--- config.mk ---
export PLATFORM = sky130hd
export DESIGN_NAME = fp_class_arb
export DESIGN_NICKNAME = d
export VERILOG_FILES = /design/src/rtl/fp_class_arb.sv
export SDC_FILE = /design/constraint.sdc
export NUM_CORES = 1
export LEC_CHECK = 0
export ABC_CLOCK_PERIOD_IN_PS = 3300
export CORE_MARGIN = 2
export CORE_UTILIZATION = 39
export DETAILED_ROUTE_END_ITERATION = 6
export GPL_ROUTABILITY_DRIVEN = 0
export PLACE_DENSITY = 0.77
export REMOVE_ABC_BUFFERS = 1
export SLEW_MARGIN = 20
export SYNTH_ARGS = -nofsm -noshare
export SYNTH_HDL_FRONTEND = slang
export SYNTH_SLANG_ARGS = --single-unit
--- constraint.sdc ---
create_clock -name clk -period 3.3 [get_ports clk]
set_input_delay 0.33 -clock clk [delete_from_list [all_inputs] [get_ports clk]]
set_output_delay 0.33 -clock clk [all_outputs]
set_load 0.01 [all_outputs]
--- src/rtl/fp_class_arb.sv ---
// Round-robin shared FP decompose/classify front end: arbiter, capture stage, classify/output stage.
// Optional NaN statistics counter is built when FPCLASS_STATS_EN is defined.
module fp_class_arb #(
  parameter int FPWID = 32,
  parameter int NREQ  = 4,
  parameter int IDW   = $clog2(NREQ),
  localparam int EMSB = (FPWID == 128) ? 14 : (FPWID == 80) ? 14 : (FPWID == 64) ? 10 : 7,
  localparam int FMSB = (FPWID == 128) ? 111 : (FPWID == 80) ? 63 : (FPWID == 64) ? 51 : 22
) (
  input  logic                  clk,
  input  logic                  rst,
  input  logic [NREQ-1:0]       req,
  input  logic [NREQ*FPWID-1:0] i,
  output logic [NREQ-1:0]       ack,
  output logic                  o_v,
  input  logic                  o_rdy,
`ifdef FPCLASS_STATS_EN
  input  logic                  cnt_clr,
  output logic [15:0]           nan_cnt,
`endif
  output logic [IDW-1:0]        o_id,
  output logic [9:0]            o_class,
  output logic                  o_sgn,
  output logic [EMSB:0]         o_exp,
  output logic [FMSB+1:0]       o_fract
);

  logic             s1_v_r;
  logic [IDW-1:0]   s1_id_r;
  logic [FPWID-1:0] s1_op_r;
  logic [IDW-1:0]   rr_r;

  logic             adv1_s;
  logic             adv2_s;
  logic             take_s;
  logic             gnt_v_s;
  logic [IDW-1:0]   gnt_s;
  logic [IDW-1:0]   cand_s;
  logic [FPWID-1:0] op_s;
  logic [EMSB:0]    s1_exp_s;
  logic [FMSB:0]    s1_man_s;

  function automatic logic [IDW-1:0] wrap_inc(input logic [IDW-1:0] v);
    if (v == IDW'(NREQ - 1)) begin
      wrap_inc = '0;
    end else begin
      wrap_inc = v + 1'b1;
    end
  endfunction

  // One-hot class: bits 0..7 are -inf..+inf by sign and magnitude, bit 8 sNaN, bit 9 qNaN.
  function automatic logic [9:0] fp_class(input logic sgn, input logic [EMSB:0] e,
                                          input logic [FMSB:0] m);
    logic xinf, xz, mz, qb;
    xinf = &e;
    xz   = ~|e;
    mz   = ~|m;
    qb   = m[FMSB];
    fp_class[0] =  sgn & xinf & mz;
    fp_class[1] =  sgn & !xz & !xinf;
    fp_class[2] =  sgn & xz & !mz;
    fp_class[3] =  sgn & xz & mz;
    fp_class[4] = !sgn & xz & mz;
    fp_class[5] = !sgn & xz & !mz;
    fp_class[6] = !sgn & !xz & !xinf;
    fp_class[7] = !sgn & xinf & mz;
    fp_class[8] =  xinf & !mz & !qb;
    fp_class[9] =  xinf & qb;
  endfunction

  assign adv2_s   = !o_v || o_rdy;
  assign adv1_s   = !s1_v_r || adv2_s;
  assign take_s   = !rst && adv1_s && gnt_v_s;
  assign s1_exp_s = s1_op_r[FPWID-2 -: EMSB+1];
  assign s1_man_s = s1_op_r[FMSB:0];

  // Round-robin search: first requesting index at or after the pointer, wrapping.
  always_comb begin
    gnt_v_s = 1'b0;
    gnt_s   = '0;
    cand_s  = rr_r;
    for (int k = 0; k < NREQ; k++) begin
      if (!gnt_v_s && req[cand_s]) begin
        gnt_v_s = 1'b1;
        gnt_s   = cand_s;
      end else begin
        gnt_v_s = gnt_v_s;
      end
      cand_s = wrap_inc(cand_s);
    end
  end

  // Operand mux for the granted requester.
  always_comb begin
    op_s = '0;
    for (int k = 0; k < NREQ; k++) begin
      if (gnt_s == IDW'(k)) begin
        op_s = i[k*FPWID +: FPWID];
      end else begin
        op_s = op_s;
      end
    end
  end

  // Ack is only raised when the capture stage can actually take the operand.
  always_comb begin
    ack = '0;
    if (take_s) begin
      ack[gnt_s] = 1'b1;
    end else begin
      ack = '0;
    end
  end

  // Capture stage and round-robin pointer.
  always_ff @(posedge clk) begin
    if (rst) begin
      s1_v_r  <= 1'b0;
      s1_id_r <= '0;
      s1_op_r <= '0;
      rr_r    <= '0;
    end else begin
      if (adv1_s) begin
        s1_v_r  <= gnt_v_s;
        s1_id_r <= gnt_s;
        s1_op_r <= op_s;
      end
      if (take_s) begin
        rr_r <= wrap_inc(gnt_s);
      end
    end
  end

  // Output stage: decompose and classify the captured operand.
  always_ff @(posedge clk) begin
    if (rst) begin
      o_v     <= 1'b0;
      o_id    <= '0;
      o_class <= 10'd0;
      o_sgn   <= 1'b0;
      o_exp   <= '0;
      o_fract <= '0;
    end else if (adv2_s) begin
      o_v     <= s1_v_r;
      o_id    <= s1_id_r;
      o_class <= fp_class(s1_op_r[FPWID-1], s1_exp_s, s1_man_s);
      o_sgn   <= s1_op_r[FPWID-1];
      o_exp   <= s1_exp_s;
      o_fract <= {|s1_exp_s, s1_man_s};
    end
  end

`ifdef FPCLASS_STATS_EN
  // Saturating count of consumed NaN results; clear wins over increment.
  always_ff @(posedge clk) begin
    if (rst) begin
      nan_cnt <= 16'h0000;
    end else if (cnt_clr) begin
      nan_cnt <= 16'h0000;
    end else if (o_v && o_rdy && (o_class[8] || o_class[9]) && (nan_cnt != 16'hFFFF)) begin
      nan_cnt <= nan_cnt + 16'h0001;
    end
  end
`endif

endmodule
==> results_tabular.tex, run 1 <==
\begin{tabular}{lr}
\hline
Metric & Value \\
\hline
\multicolumn{2}{l}{\textbf{Layout}} \\
\quad Commonest cells after routing, fill and taps aside & 176 x sky130\_fd\_sc\_hd\_\_clkdlybuf4s50\_1, 83 x sky130\_fd\_sc\_hd\_\_nand2\_1, 81 x sky130\_fd\_sc\_hd\_\_dfxtp\_1 \\
\quad Layout Nets & 863 \\
\quad Share of cells above drive strength 1 & 9.37\% \\
\quad Antenna diode count & 0 \\
\quad Commonest non-fill, non-tap cell in the layout & sky130\_fd\_sc\_hd\_\_clkdlybuf4s50\_1 \\
\quad Post-synthesis to final-layout area growth & 53.4\% \\
\quad Final Cell Area & 6640 um2 \\
\multicolumn{2}{l}{\textbf{Route}} \\
\quad Via count & 4733 \\
\quad Routed via count divided by cell count & 5.47 \\
\quad Average wire per cell in the routed design & 15.8 um \\
\quad Residual antenna-violating net count after detailed routing & 0 \\
\quad DRC violations left & 0 \\
\quad First-pass detailed-route iteration total & 4 \\
\quad Detailed Route Iter0 Violations & 279 \\
\quad Routed wire length & 13700 um \\
\multicolumn{2}{l}{\textbf{Placement}} \\
\quad DP Wirelength & 9900 um \\
\quad Port Buffers & 184 \\
\quad Placed instance area & 6310 um2 \\
\quad Post-Place Setup Slack & -109 ps \\
\multicolumn{2}{l}{\textbf{Global routing}} \\
\quad Number of antenna violations at the first check in global routing & 0 \\
\quad Sum of overflow across all layers after global routing & 0 \\
\quad First-pass GRT wire length & 21500 um \\
\quad GRT Overall Usage & 22.8\% \\
\quad Vias in the first global route & 4575 \\
\quad Maximum number of pins on one net before global-route repair & 86 \\
\multicolumn{2}{l}{\textbf{Clocking}} \\
\quad Number of H-tree levels & 3 \\
\quad CTS root buffer & sky130\_fd\_sc\_hd\_\_clkbuf\_8 \\
\quad Clock-pin slew reported for the worst setup and hold paths after clock tree synthesis & 70 ps \\
\quad Buffer depth of the longest clock path & 2 \\
\quad Hold buffers post-CTS & 0 \\
\quad Number of buffers added by the clock tree synthesis step & 9 \\
\quad Insertion delay to the later sink of the worst-skew pair & 340 ps \\
\quad TritonCTS clock tree & done \\
\quad CTS Sinks & 83 \\
\multicolumn{2}{l}{\textbf{Worst setup path}} \\
\quad Startpoint kind of the worst setup timing path & flop \\
\quad Critical path required time & 2970 ps \\
\quad Critical path arrival & 2840 ps \\
\quad Critical path class & flop to output pin \\
\quad Maximum net fanout on the critical path & 7 \\
\quad Element type at the critical path end & output pin \\
\multicolumn{2}{l}{\textbf{Logic synthesis}} \\
\quad Post-Syn Area & 4330 um2 \\
\quad Synth Flop Type & sky130\_fd\_sc\_hd\_\_dfxtp\_1 \\
\quad Number of distinct library cells after synthesis & 49 \\
\quad Post-synth ARST share & 0\% \\
\quad Sequential element share of the synthesized area & 38.4\% \\
\quad Number of register bits inferred by synthesis & 83 \\
\quad Synthesis warning total & 0 \\
\quad Synth Area per Inst & 7.78 um2 \\
\quad Number of synthesized flops with an enable pin & 0 \\
\quad Number of instances in the synthesized netlist & 556 \\
\multicolumn{2}{l}{\textbf{Timing}} \\
\quad Relative slew margins & 42.9\% \\
\quad Min Clock Period, post-route & 3170 ps \\
\quad Number of pins exceeding their max-slew limit in the final report & 0 \\
\quad Final Hold Viols & 0 \\
\quad Worst Max-Slew Pin Slew & 856 ps \\
\quad Timing-limited maximum frequency & 315 MHz \\
\quad Fin crit share & 96.1\% \\
\quad Setup ws final & 128 ps \\
\quad Setup skew after layout & 6.02 ps \\
\quad RSZ-0062 raised after global routing & no \\
\quad Count of final setup violators & 0 \\
\multicolumn{2}{l}{\textbf{Floorplanning}} \\
\quad Chip Width & 109 um \\
\quad Die height & 109 um \\
\quad Die outline area & 11900 um2 \\
\quad Area of the placeable core & 10800 um2 \\
\quad I/O pin total & 185 \\
\quad Row Count & 38 \\
\quad Starting density of the core & 39.9\% \\
\multicolumn{2}{l}{\textbf{Run status}} \\
\quad Run status & completed \\
\multicolumn{2}{l}{\textbf{Power}} \\
\quad Worst vdd ir & 0.925 mV \\
\quad Leak Pwr & 2.49 nW \\
\quad Power per cell area & 944 nW/um2 \\
\multicolumn{2}{l}{\textbf{Min path}} \\
\quad Class of the worst hold path & flop to flop \\
\multicolumn{2}{l}{\textbf{Job}} \\
\quad Count of maximum capacitance violations & 0 \\
\hline
\end{tabular}
-- flip-flops by register name, indices dropped and copies added (netlist names), 2 cells and up --
name and flops:
s1_op_r 32, s1_id_r 2, o_fract 24, o_exp 8
o_id 2, o_class 10, rr_r 2
-- cell usage after synthesis, types with 2 or more instances --
master | number | area, um2
sky130_fd_sc_hd__a211oi_1 | 33 | 248
sky130_fd_sc_hd__buf_4 | 2 | 15.0
sky130_fd_sc_hd__nor3_1 | 34 | 170
sky130_fd_sc_hd__inv_1 | 3 | 11.3
sky130_fd_sc_hd__a221oi_1 | 31 | 272
sky130_fd_sc_hd__and2_1 | 5 | 31.3
sky130_fd_sc_hd__nand2b_1 | 5 | 31.3
sky130_fd_sc_hd__nor2b_1 | 35 | 219
sky130_fd_sc_hd__nand3_1 | 3 | 15.0
sky130_fd_sc_hd__a31oi_1 | 4 | 25.0
sky130_fd_sc_hd__ha_1 | 5 | 62.6
sky130_fd_sc_hd__nor4b_1 | 2 | 17.5
sky130_fd_sc_hd__o21ai_0 | 5 | 25.0
sky130_fd_sc_hd__or4_1 | 2 | 15.0
sky130_fd_sc_hd__mux2i_1 | 5 | 50.1
sky130_fd_sc_hd__nand4_1 | 6 | 37.5
sky130_fd_sc_hd__dfxtp_1 | 83 | 1660
sky130_fd_sc_hd__nand3b_1 | 3 | 22.5
sky130_fd_sc_hd__nor2_1 | 51 | 191
sky130_fd_sc_hd__nand2_1 | 84 | 315
sky130_fd_sc_hd__a21oi_1 | 78 | 390
sky130_fd_sc_hd__buf_1 | 7 | 26.3
sky130_fd_sc_hd__nor4_1 | 5 | 31.3
sky130_fd_sc_hd__clkbuf_1 | 35 | 131
sky130_fd_sc_hd__buf_2 | 3 | 15.0
sky130_fd_sc_hd__nor2_4 | 2 | 22.5
sky130_fd_sc_hd__buf_6 | 3 | 33.8
-- power breakdown --
part	internal [mW]	leakage (nW)	switching [mW]
Sequential	1.27	0.683	0.186
Combinational	1.97	1.70	2.11
Clock	0.402	0.104	0.333
-- final cells by class --
class / count / area, um2
clock buffer: 12 / 165
clock inverter: 2 / 35.0
fill: 995 / 4200
inverter: 3 / 11.3
multi-input combinational: 420 / 2520
sequential: 83 / 1660
tap: 140 / 175
timing repair buffer: 206 / 2060
-- cell families (layout without fill, tap and decap cells) --
family / after synthesis / after routing / share of synthesized area, %
DFF: 83 / 83 / 38.4
muxes: 9 / 9 / 2.78
buffers and inverters: 53 / 223 / 5.38
AOI/OAI and AO/OA: 163 / 163 / 24.9
and+or+nand+nor: 243 / 243 / 27.1
adders and majority gates: 5 / 5 / 1.45
-- stage by stage --
stage / util [%] / power [mW] / setup TNS (ps) / cells / hold slack (ps)
2_1_floorplan: - / 4.03 / -32340 / 506 / 399
3_3_place_gp: 58.2 / 5.23 / 0 / 848 / 438
3_5_place_dp: 58.2 / 5.38 / -455 / 848 / 445
4_1_cts: 60.4 / 6.19 / 0 / 863 / 455
5_1_grt: 61.2 / 6.87 / 0 / 866 / 473
6_report: 61.2 / 6.27 / 0 / 866 / 449
-- what timing repair did --
item / 4_1_cts / 5_1_grt
buffers inserted: 1 / 3
gates resized for setup: 6 / 18
pin swaps: 1 / 3
endpoints found under the setup margin: 4 / 4
-- metal layers --
layer / vias to the layer above / part of all wire, % / GRT usage, %
li1: 2334 / - / -
met2: 205 / 49 / 40.0
met5: - / 0 / 0
met1: 2163 / 40 / 26.5
met3: 31 / 8.5 / 5.39
met4: 0 / 2.0 / 9.58
-- critical path: stages (launching register included) --
cell and delay [ps]:
sky130_fd_sc_hd__dfxtp_2 350, sky130_fd_sc_hd__ha_4 180, sky130_fd_sc_hd__or2_4 320, sky130_fd_sc_hd__o31ai_4 220
sky130_fd_sc_hd__o221ai_2 140, sky130_fd_sc_hd__a311oi_2 340, sky130_fd_sc_hd__inv_1 100, sky130_fd_sc_hd__ha_2 220
sky130_fd_sc_hd__and2_1 150, sky130_fd_sc_hd__clkdlybuf4s50_1 480
-- final timing paths --
path,start,to,slack [ps],cells past startpoint
worst max-delay path,rr_r[1],ack[1],130,9
worst min-delay path,o_fract[21],o_fract[21],450,2
worst max register to register,rr_r[1],s1_op_r[18],230,13
worst min register to register,o_fract[21],o_fract[21],450,2
No activity file was read; power rests on OpenSTA's default activity.
==> inputs of run 2 (changes only) <==
Settings changed: HOLD_SLACK_MARGIN from default to 0.15.
==> results of run 2 <==
The final DEF is identical to that of run 1; final timing and power are the same.
